[src/rtl/hazard_ctrl.sv]
// Hazard and sequencing controller for the 5-stage MIPS pipeline: load-use and
// multiply/divide stalls, redirect flushes, and EX-stage operand forwarding selects.
module hazard_ctrl #(
    parameter int MD_LAT = 32
) (
    input  logic       clk,
    input  logic       rst_n,
    input  logic [4:0] Rs_D,
    input  logic [4:0] Rt_D,
    input  logic       uses_rs_D,
    input  logic       uses_rt_D,
    input  logic       md_start_D,
    input  logic       md_use_D,
    input  logic [4:0] Rs_E,
    input  logic [4:0] Rt_E,
    input  logic [4:0] WriteReg_E,
    input  logic       RegWr_E,
    input  logic       MemtoReg_E,
    input  logic       md_start_E,
    input  logic       taken_E,
    input  logic [4:0] WriteReg_M,
    input  logic [4:0] WriteReg_W,
    input  logic       RegWr_M,
    input  logic       RegWr_W,
    output logic       stall_F,
    output logic       stall_D,
    output logic       flush_D,
    output logic       flush_E,
    output logic [1:0] fwdA_E,
    output logic [1:0] fwdB_E,
    output logic       md_busy
);

    localparam int CNT_W = $clog2(MD_LAT);
    localparam logic [CNT_W-1:0] CNT_LOAD = CNT_W'(MD_LAT - 1);
    localparam logic [CNT_W-1:0] CNT_ONE  = CNT_W'(1);

    typedef enum logic {
        RUN  = 1'b0,
        BUSY = 1'b1
    } state_e;

    state_e           state_q, state_d;
    logic [CNT_W-1:0] cnt_q, cnt_d;
    logic             load_use;
    logic             md_hold;

    always_ff @(posedge clk) begin
        if (!rst_n) begin
            state_q <= RUN;
            cnt_q   <= '0;
        end else begin
            state_q <= state_d;
            cnt_q   <= cnt_d;
        end
    end

    // The counter holds the number of busy cycles still to come; a new
    // md_start_E while busy cannot happen because ID is held on md_start_D.
    always_comb begin
        state_d = state_q;
        cnt_d   = cnt_q;
        case (state_q)
            RUN: begin
                if (md_start_E) begin
                    state_d = BUSY;
                    cnt_d   = CNT_LOAD;
                end
            end
            BUSY: begin
                cnt_d = cnt_q - CNT_ONE;
                if (cnt_q == CNT_ONE) begin
                    state_d = RUN;
                end
            end
            default: begin
                state_d = RUN;
                cnt_d   = '0;
            end
        endcase
    end

    always_comb begin
        md_busy  = (state_q == BUSY);
        load_use = RegWr_E && MemtoReg_E && (WriteReg_E != 5'd0) &&
                   ((uses_rs_D && (Rs_D == WriteReg_E)) ||
                    (uses_rt_D && (Rt_D == WriteReg_E)));
        md_hold  = md_busy && (md_use_D || md_start_D);

        stall_F = 1'b0;
        stall_D = 1'b0;
        flush_D = 1'b0;
        flush_E = 1'b0;
        // A taken redirect outranks any stall: the ID instruction is wrong-path.
        if (!rst_n || taken_E) begin
            flush_D = 1'b1;
            flush_E = 1'b1;
        end else if (load_use || md_hold) begin
            stall_F = 1'b1;
            stall_D = 1'b1;
            flush_E = 1'b1;
        end
    end

    always_comb begin
        fwdA_E = 2'b00;
        fwdB_E = 2'b00;
        if (RegWr_M && (WriteReg_M != 5'd0) && (WriteReg_M == Rs_E)) begin
            fwdA_E = 2'b10;
        end else if (RegWr_W && (WriteReg_W != 5'd0) && (WriteReg_W == Rs_E)) begin
            fwdA_E = 2'b01;
        end
        if (RegWr_M && (WriteReg_M != 5'd0) && (WriteReg_M == Rt_E)) begin
            fwdB_E = 2'b10;
        end else if (RegWr_W && (WriteReg_W != 5'd0) && (WriteReg_W == Rt_E)) begin
            fwdB_E = 2'b01;
        end
    end

endmodule

[config.mk]
export PLATFORM = sky130hd
export DESIGN_NAME = hazard_ctrl
export DESIGN_NICKNAME = d
export VERILOG_FILES = /design/src/rtl/hazard_ctrl.sv
export SDC_FILE = /design/constraint.sdc
export NUM_CORES = 1
export LEC_CHECK = 0
export ABC_AREA = 1
export CAP_MARGIN = 20
export CORE_ASPECT_RATIO = 1.2
export CORE_MARGIN = 10
export CORE_UTILIZATION = 35
export CTS_CLUSTER_DIAMETER = 50
export DETAILED_ROUTE_END_ITERATION = 12
export PLACE_DENSITY_LB_ADDON = 0.25
export RECOVER_POWER = 50
export SETUP_SLACK_MARGIN = 0.2
export SLEW_MARGIN = 40
export SYNTH_ARGS = -nofsm -noshare
export SYNTH_HDL_FRONTEND = slang
export SYNTH_SLANG_ARGS = --single-unit
[constraint.sdc]
create_clock -name clk -period 1.7 [get_ports clk]
set_clock_uncertainty 0.15 [all_clocks]
set_input_delay 0.255 -clock clk [delete_from_list [all_inputs] [get_ports clk]]
set_output_delay 0.255 -clock clk [all_outputs]
set_load 0.02 [all_outputs]
======== Word-level counts from Yosys, hierarchy flattened ========
Cells that the tools add are included.
word-level totals
  bits in registers ....................... 6
  bits of input ports ..................... 47
  output and inout bits ................... 9
  logic and storage cells ................. 45
operators by class
  $add $sub $neg .......................... 1
  equal/unequal tests ..................... 8
  multiplexer cells ....................... 13
  bitwise gates (word level) .............. 1
  reductions and logical operators ........ 20
operators by type and width
  cell                                                                   count
  5-bit equality test                                                    6
  5-bit nonzero test                                                     3
  1-bit logical AND                                                      12
  5-bit case mux with 2 select lines                                     1
  1-bit two-way mux                                                      8
  5-bit by 1-bit equality test with 1-bit output, second input constant  1
  5-bit two-way mux                                                      1
  5-bit by 1-bit subtractor with 5-bit output, second input constant     1
  1-bit logical OR                                                       4
  2-bit two-way mux                                                      2
  2-bit != test, second input constant                                   1
  1-bit case mux with 2 select lines                                     1
  1-bit logical NOT                                                      1
  1-bit inverter                                                         1

======== Depth between registers and ports, before layout ========
  depth after elaboration ................. 7
  mapped depth ............................ 9
  mapped depth without buffers ............ 8

======== Least setup slack after synthesis ========
No wires, ideal clock.
  path type ............................... register to output
  start ................................... register state_q (netlist: md_busy)
  end ..................................... output stall_F
  arrival time ............................ 1220 ps
  setup slack ............................. 75 ps
  stages on the path, launching flop included .. 4
  cells stage by stage .................... dfxtp_1 -> o21ai_0 -> a21oi_2 -> buf_4
between the ends
  longest elaborated chain between the ends .. 4
RTL lines
  item                             line  text
  start: declaration               43    state_e state_q, state_d;
  start signal: assignment         53    state_q <= state_d;
  1-bit logical AND                88    md_hold = md_busy && (md_use_D || md_start_D);
  1-bit logical OR                 98    end else if (load_use || md_hold) begin
  1-bit two-way mux (2 in series)  -
  end: declaration                 25    output logic stall_F,
Every way passes these cells.

======== Worst setup path in the final report ========
  start ................................... register state_q (netlist: md_busy)
  end ..................................... output md_busy
RTL lines
  item              line  text
  end: declaration  31    output logic md_busy
No word-level cell between the ends.

==> impl_table.tex <==
\begin{tabular}{lr}
\hline
Metric & Value \\
\hline
\multicolumn{2}{l}{\textbf{Routing}} \\
Iteration-0 DRC Markers & 46 \\
Via/cell ratio & 4.66 \\
Via count & 1100 \\
DRC errors left & 0 \\
Length of the first detailed-routing pass in iterations & 4 \\
Avg WL per Cell & 14.5 um \\
Number of routed nets with antenna violations & 0 \\
Routed wire length & 3.43 mm \\
\multicolumn{2}{l}{\textbf{Die}} \\
Y dimension of the die & 72.9 um \\
Number of ports placed on the die boundary & 56 \\
Placeable core region & 2260 um2 \\
Number of rows created at floorplan & 19 \\
Total Die Area & 4670 um2 \\
Effective utilization at floorplan & 0.362 \\
Die extent in x & 64.1 um \\
\multicolumn{2}{l}{\textbf{STA}} \\
Slew margin rel. & 0.799 \\
Final worst-path cycle share & 0.929 \\
Setup Viol. Count Final & 0 \\
Worst Hold Slack & 0.244 ns \\
Crit path time final & 1.58 ns \\
RSZ-0062 raised after global routing & yes \\
Worst-margin pin slew & 0.299 ns \\
Number of max-slew violations in the final report & 0 \\
Setup TNS & 0 ns \\
Final count of hold timing violations & 0 \\
Max Clock Freq & 633 MHz \\
\multicolumn{2}{l}{\textbf{Critical path}} \\
Nature of the critical path startpoint & flop \\
Highest-delay cell along the critical path & sky130\_fd\_sc\_hd\_\_clkdlybuf4s15\_1 \\
Req. time, crit path & 1.29 ns \\
Critical path, cell by cell & clkbuf\_1, clkdlybuf4s15\_1 \\
Number of buffers and inverters on the critical path & 2 \\
Largest delay contributor family on the critical path & buffers and inverters \\
Kind of critical path & reg2out \\
Type of element capturing the critical path & primary output \\
Crit-path max cell delay & 0.35 ns \\
Biggest fanout along the worst timing path & 6 \\
Worst Path Arrival & 1.17 ns \\
\multicolumn{2}{l}{\textbf{Logic synthesis}} \\
Number of instances in the synthesized netlist & 138 \\
Sequential area share after synthesis & 0.147 \\
Count of synthesis-stage warnings from yosys & 0 \\
Cell type with the highest aggregate area in the netlist & sky130\_fd\_sc\_hd\_\_nand2\_1 \\
Number of distinct library cells after synthesis & 19 \\
Post-synthesis cell area & 817 um2 \\
Synthesized flop and latch total & 6 \\
Syn Nets & 187 \\
Mean Syn Cell Area & 5.92 um2 \\
Cells taking the most area after synthesis & sky130\_fd\_sc\_hd\_\_nand2\_1 17\%, sky130\_fd\_sc\_hd\_\_xnor2\_1 15\%, sky130\_fd\_sc\_hd\_\_dfxtp\_1 15\% \\
Fraction of synthesized cell area taken by the top area cell type & 0.165 \\
\multicolumn{2}{l}{\textbf{Power}} \\
Peak ir drop on the vdd network & 0.000443 V \\
Gate power share & 0.549 \\
Total net switching power & 237 uW \\
Pwr dens & 419 nW/um2 \\
Internal Pwr Total & 437 uW \\
Switching power share of the total & 0.352 \\
Total power & 674 uW \\
Proportion of power drawn by the clock network & 0.201 \\
Sequential Power Share & 0.250 \\
Leak & 0.000823 uW \\
\multicolumn{2}{l}{\textbf{Hold path}} \\
Hold Path Class & in2reg \\
\multicolumn{2}{l}{\textbf{Outcome}} \\
Result of the run & complete, no violations \\
\multicolumn{2}{l}{\textbf{Global routing}} \\
Via count of the first global-routing pass & 1207 \\
Initial antenna violation count & 0 \\
Global router's overall resource usage & 0.144 \\
Leftover overflow at the end of global routing & 0 \\
Maximum number of pins on one net before global-route repair & 7 \\
First-pass GRT wire length & 5.49 mm \\
\multicolumn{2}{l}{\textbf{CTS}} \\
Num Clock Sinks & 6 \\
Clock transition time at the flip-flop clock pins of the worst setup and hold paths & 0.05 ns \\
Maximum root-to-sink buffer count & 2 \\
Inserted Clock Buffers & 3 \\
TritonCTS clock tree & built \\
Hold\_buf cts & 0 \\
\# H-tree levels & 1 \\
Cell at the root of the clock tree & sky130\_fd\_sc\_hd\_\_clkbuf\_4 \\
Clock Latency Late Sink & 0.25 ns \\
\multicolumn{2}{l}{\textbf{Final layout}} \\
Area of the multi-input gates & 737 um2 \\
Sequential cell area & 123 um2 \\
Final non-filler cell total & 236 \\
Filler instances & 205 \\
Area growth, synth to finish & 96.8\% \\
Final non-filler cell area & 1610 um2 \\
Nets@finish & 256 \\
Total inserted antenna cells & 0 \\
Share of cells above drive strength 1 & 0.483 \\
\multicolumn{2}{l}{\textbf{Placement}} \\
Final HPWL DP & 2.77 mm \\
Placed Cells & 230 \\
Final GP Congestion & 0.810 \\
\# port buffers & 55 \\
Placed cell areas & 1460 um2 \\
\multicolumn{2}{l}{\textbf{Run}} \\
Max-Cap Viols & 0 \\
\hline
\end{tabular}
-- worst paths after layout --
path | start | endpoint | slack (ns) | depth (start not counted)
min reg2reg | cnt_q[0] | cnt_q[0] | 0.33 | 2
min | rst_n | cnt_q[0] | 0.24 | 3
max reg2reg | cnt_q[1] | cnt_q[4] | 0.23 | 6
max | md_busy | md_busy | 0.12 | 2
-- cell type report --
type	count	share of cell area
timing repair buffer	65	0.372
inverter	23	0.0553
tap	31	0.0241
sequential	6	0.0763
multi-input combinational	108	0.458
clock buffer	3	0.0140
-- per-stage QoR --
stage	setup WS (ns)	util
6_report	0.121	0.712
2_1_floorplan	0.238	-
3_3_place_gp	-0.738	0.647
4_1_cts	0.148	0.665
5_1_grt	0.0642	0.712
3_5_place_dp	-0.752	0.647
-- per-layer routing --
| metal | GRT usage | vias to the layer above | part of all wire |
|---|---|---|---|
| met5 | 0 | - | 0 |
| met4 | 0.0286 | 0 | 0.012 |
| met3 | 0.0261 | 6 | 0.031 |
| met2 | 0.324 | 23 | 0.63 |
| met1 | 0.122 | 505 | 0.32 |
| li1 | - | 566 | - |
-- cell usage after synthesis --
cell type                   n
sky130_fd_sc_hd__nand4_1    5
sky130_fd_sc_hd__nand2_1   36
sky130_fd_sc_hd__xor2_1     6
sky130_fd_sc_hd__dfxtp_1    6
sky130_fd_sc_hd__buf_4      1
sky130_fd_sc_hd__nor2_1    23
sky130_fd_sc_hd__a21oi_1    1
sky130_fd_sc_hd__ha_1       2
sky130_fd_sc_hd__a211oi_1   2
sky130_fd_sc_hd__nor3_1     4
sky130_fd_sc_hd__a21oi_2    1
sky130_fd_sc_hd__a221oi_1   2
sky130_fd_sc_hd__o21ai_2    1
sky130_fd_sc_hd__nand3_1    4
sky130_fd_sc_hd__inv_1     20
sky130_fd_sc_hd__inv_2      3
sky130_fd_sc_hd__nor3_2     4
sky130_fd_sc_hd__o21ai_0    3
sky130_fd_sc_hd__xnor2_1   14
-- cell usage in the layout, fill, tap and decap left out, types with 3 or more instances in the layout --
cell type | netlist | routed
sky130_fd_sc_hd__dlygate4sd2_1 | 0 | 11
sky130_fd_sc_hd__xnor2_2 | 0 | 9
sky130_fd_sc_hd__inv_2 | 3 | 10
sky130_fd_sc_hd__nand2_1 | 36 | 27
sky130_fd_sc_hd__dfxtp_1 | 6 | 4
sky130_fd_sc_hd__buf_8 | 0 | 4
sky130_fd_sc_hd__nor3_1 | 4 | 4
sky130_fd_sc_hd__xnor2_1 | 14 | 5
sky130_fd_sc_hd__buf_6 | 0 | 22
sky130_fd_sc_hd__inv_1 | 20 | 12
sky130_fd_sc_hd__nand3_1 | 4 | 4
sky130_fd_sc_hd__buf_2 | 0 | 6
sky130_fd_sc_hd__clkbuf_4 | 0 | 3
sky130_fd_sc_hd__nor3_2 | 4 | 4
sky130_fd_sc_hd__nand2_2 | 0 | 8
sky130_fd_sc_hd__nand4_1 | 5 | 5
sky130_fd_sc_hd__nor2_2 | 0 | 5
sky130_fd_sc_hd__xor2_1 | 6 | 5
sky130_fd_sc_hd__nor2_1 | 23 | 18
sky130_fd_sc_hd__buf_4 | 1 | 16
-- cell families after synthesis --
| logic type | after synthesis | share of synthesized area |
|---|---|---|
| simple gates | 76 | 0.407 |
| fa+ha+maj | 2 | 0.0306 |
| xor+xnor | 20 | 0.214 |
| buf+inv | 24 | 0.115 |
| compound gates | 10 | 0.0857 |
| flops | 6 | 0.147 |
-- flip-flops by register name (all words and copies together), names as in the netlist --
| register | count |
|---|---|
| md_busy | 1 |
| cnt_q | 5 |
-- power by group through the flow --
stage / logic (uW) / registers, uW / clock network, uW
2_1_floorplan: 140 / 172 / 0
3_3_place_gp: 318 / 168 / 0
3_5_place_dp: 327 / 170 / 0
4_1_cts: 334 / 168 / 136
5_1_grt: 404 / 170 / 144
6_report: 370 / 169 / 135
-- timing repair --
item | in CTS | in global routing
setup endpoints to repair | 9 | 10
resized for setup | 224 | 43
hold endpoints to repair | 0 | 0
buffers inserted | 2 | 1
pin swaps | 48 | 33
-- worst reg2reg max path, delay by kind of cell, from the launching register on --
family | cells | cell delay [ns]
adders and majority gates | 1 | 0.19
DFF | 1 | 0.31
buffers and inverters | 2 | 0.27
AOI/OAI and AO/OA | 1 | 0.05
and+or+nand+nor | 2 | 0.37
Note: power is estimated with default switching activity, not from simulation.
==> variant: new RTL, config.mk and constraints unchanged <==
`MD_LAT`: 32 -> 64.
--- a/src/rtl/hazard_ctrl.sv
+++ b/src/rtl/hazard_ctrl.sv
@@ -1,7 +1,7 @@
 // Hazard and sequencing controller for the 5-stage MIPS pipeline: load-use and
 // multiply/divide stalls, redirect flushes, and EX-stage operand forwarding selects.
 module hazard_ctrl #(
-    parameter int MD_LAT = 32
+    parameter int MD_LAT = 64
 ) (
     input  logic       clk,
     input  logic       rst_n,
Check against the original RTL: no difference found for any inputs over 10 cycles, from zero or initial values and one cycle with rst_n low; that may be too few to reach the edited logic, so the function may still have changed.
==> variant against the original RTL <==
Maximum frequency is 0.53% lower; non-clock buffer count is 3 lower; sequential cell count increased by 1; utilization shrank 5.2 points; critical path depth unchanged; synthesized cell count rose by 6.5%; worst setup slack worse by 0.0084 ns; area after synthesis is 7.8% higher; total power increased by 2.4%; sequential share of layout area increased by 1.6 points; final area down 3.3%; wire length down 6.7%.
==> variant: results (changes against the original RTL) <==
Parameter                              Value

Synth
  Main area contributors after synthesis    dfxtp_1, nand2_1, xnor2_1
  Number of synthesis warnings    0 (unchanged)
  Count of different cell masters after synthesis    25 (+6)
  Async SR Flop Fraction    0% (unchanged)
  Syn_nets    196 (+4.8%)
  Most frequent cells after synthesis    nand2_1, inv_1, nor2_1, xnor2_1, xor2_1
  Post-synthesis sequential area ratio    15.91% (+1.2 points)
  Synth Instances    147 (+6.5%)

Power
  Pleak    0.8110 nW (-1.4%)
  Maximum ir drop on the vdd rail    361.4 µV (-18%)

Status
  Run status    complete, no violations

Global route
  Met3 track utilization from global routing    4.006% (+1.4 points)
  First-pass GRT wire length    5202 µm (-5.3%)
  Met1 demand-to-capacity share in global routing    12.86% (+0.63 points)
  Antenna violations before repair    0 (unchanged)
  Overall global routing resource usage    13.05% (-1.3 points)
  Number of global-route vias before repair    1,185 (-1.8%)
  Fraction of met2 tracks used by global routing    25.48% (-7.0 points)
  Pin count of the biggest net entering global routing    7 (unchanged)

Route
  Vias per std cell    4.687 (+0.56%)
  Via Count    1,139 (+3.5%)
  Post-detailed-route wirelength per cell    13.16 µm (-9.4%)
  Number of DRC markers after the initial detailed-route iteration    56 (+22%)
  Number of optimization iterations in the first detailed-route pass    6 (+2)

STA
  Slew Limit Headroom    74.36% (-5.6 points)
  Worst hold slack across all endpoints    0.2810 ns (+0.03726 ns)

Place
  HPWL reported at the end of detailed placement    2667 µm (-3.7%)
  Count of input and output buffers    55 (unchanged)
  Final Wtd Congestion    0.8203 (+1.3%)

Final layout
  Number of flip-flops under the largest register name    6 (+1)
  Ant. Diodes    0 (unchanged)
  Top reg by flops    cnt_q
  Net count of the finished layout    262 (+2.3%)
  Share of final-layout standard cells stronger than drive strength 1    38.68% (-9.6 points)
  Count of filler cells inserted in the layout    215 (+4.9%)

Min path
  Hold crit path type    reg2reg

Clock network
  H-tree levels    1 (unchanged)
  Cell chosen for the clock root    clkbuf_4
  Reg clk slew, reported paths    0.06 ns
  Maximum clock path buffer count    2 (unchanged)
  Clock buffers created by TritonCTS    3 (unchanged)
  Clock network latency to the later pin of the worst-skew pair    0.25 ns (about the same)

Setup path
  CP Max Fanout    6 (unchanged)
  Reg2Reg Setup Slack    0.19 ns (-0.04 ns)
  Critical Path AT    1.18 ns
## variant: cell count changes after synthesis, sizes merged, moves of 2 or more
cell | before | now
a211oi | 2 | 0
a21oi | 2 | 5
inv | 23 | 27
nand2 | 36 | 39
nor2 | 23 | 18
nor3 | 8 | 6
o21ai | 4 | 8
xnor2 | 14 | 12
xor2 | 6 | 8
## variant: final timing paths
check | start | to | cells past startpoint
setup / recovery | md_busy | md_busy | 2
hold / removal | cnt_q[3] | cnt_q[3] | 1
setup reg to reg | md_busy | cnt_q[5] | 6
hold reg to reg | cnt_q[3] | cnt_q[3] | 1
## variant: final cells by class
cell class / count / share of cell area [%]
Sequential cell: 7 / 9.179
Tap cell: 31 / 2.496
Clock buffer: 4 / 1.691
Multi-Input combinational cell: 111 / 44.93
Inverter: 28 / 7.085
Timing Repair Buffer: 62 / 34.62
## variant: cell families (layout without fill, tap and decap cells)
logic type / after synthesis / count (layout) / share of synthesized area (%)
AOI/OAI and AO/OA: 15 / 15 / 9.944
xor gates and xnor gates: 20 / 20 / 19.89
adders and majority gates: 2 / 2 / 2.840
buffers and inverters: 29 / 94 / 12.78
DFF: 7 / 7 / 15.91
and+or+nand+nor: 74 / 74 / 38.64
## variant: per-stage QoR
step	worst slack, ns	area (µm²)
final	0.1125	1554
after global routing	0.05559	1554
after CTS	0.1711	1514
after detailed placement	-0.7812	1516
after global placement	-0.7287	1516
after floorplan	0.2407	889.6
## variant: worst max-delay path, cell delays in order, from the launching register on
cell           delay [ns]
dfxtp_2              0.33
clkbuf_1             0.22
dlygate4sd2_1        0.37
## variant: what timing repair did
action	CTS	global route
setup endpoints to repair	9	8
pin swaps	55	24
gates resized for setup	212	22
setup buffers	1	0
## variant: power breakdown
group	internal (mW)	switching (mW)	leakage, nW
clock	0.0899	0.0665	0.0150
combinational	0.175	0.167	0.737
sequential	0.183	0.00753	0.0589
total	0.449	0.241	0.811
## variant: per-layer routing
layer  wire length [µm]  vias up  share of wire [%]
met5                  0        -                  0
met4                 19        0               0.59
met3                265        2                8.3
met2               1743       51                 54
met1               1170      500                 37
li1                   -      586                  -
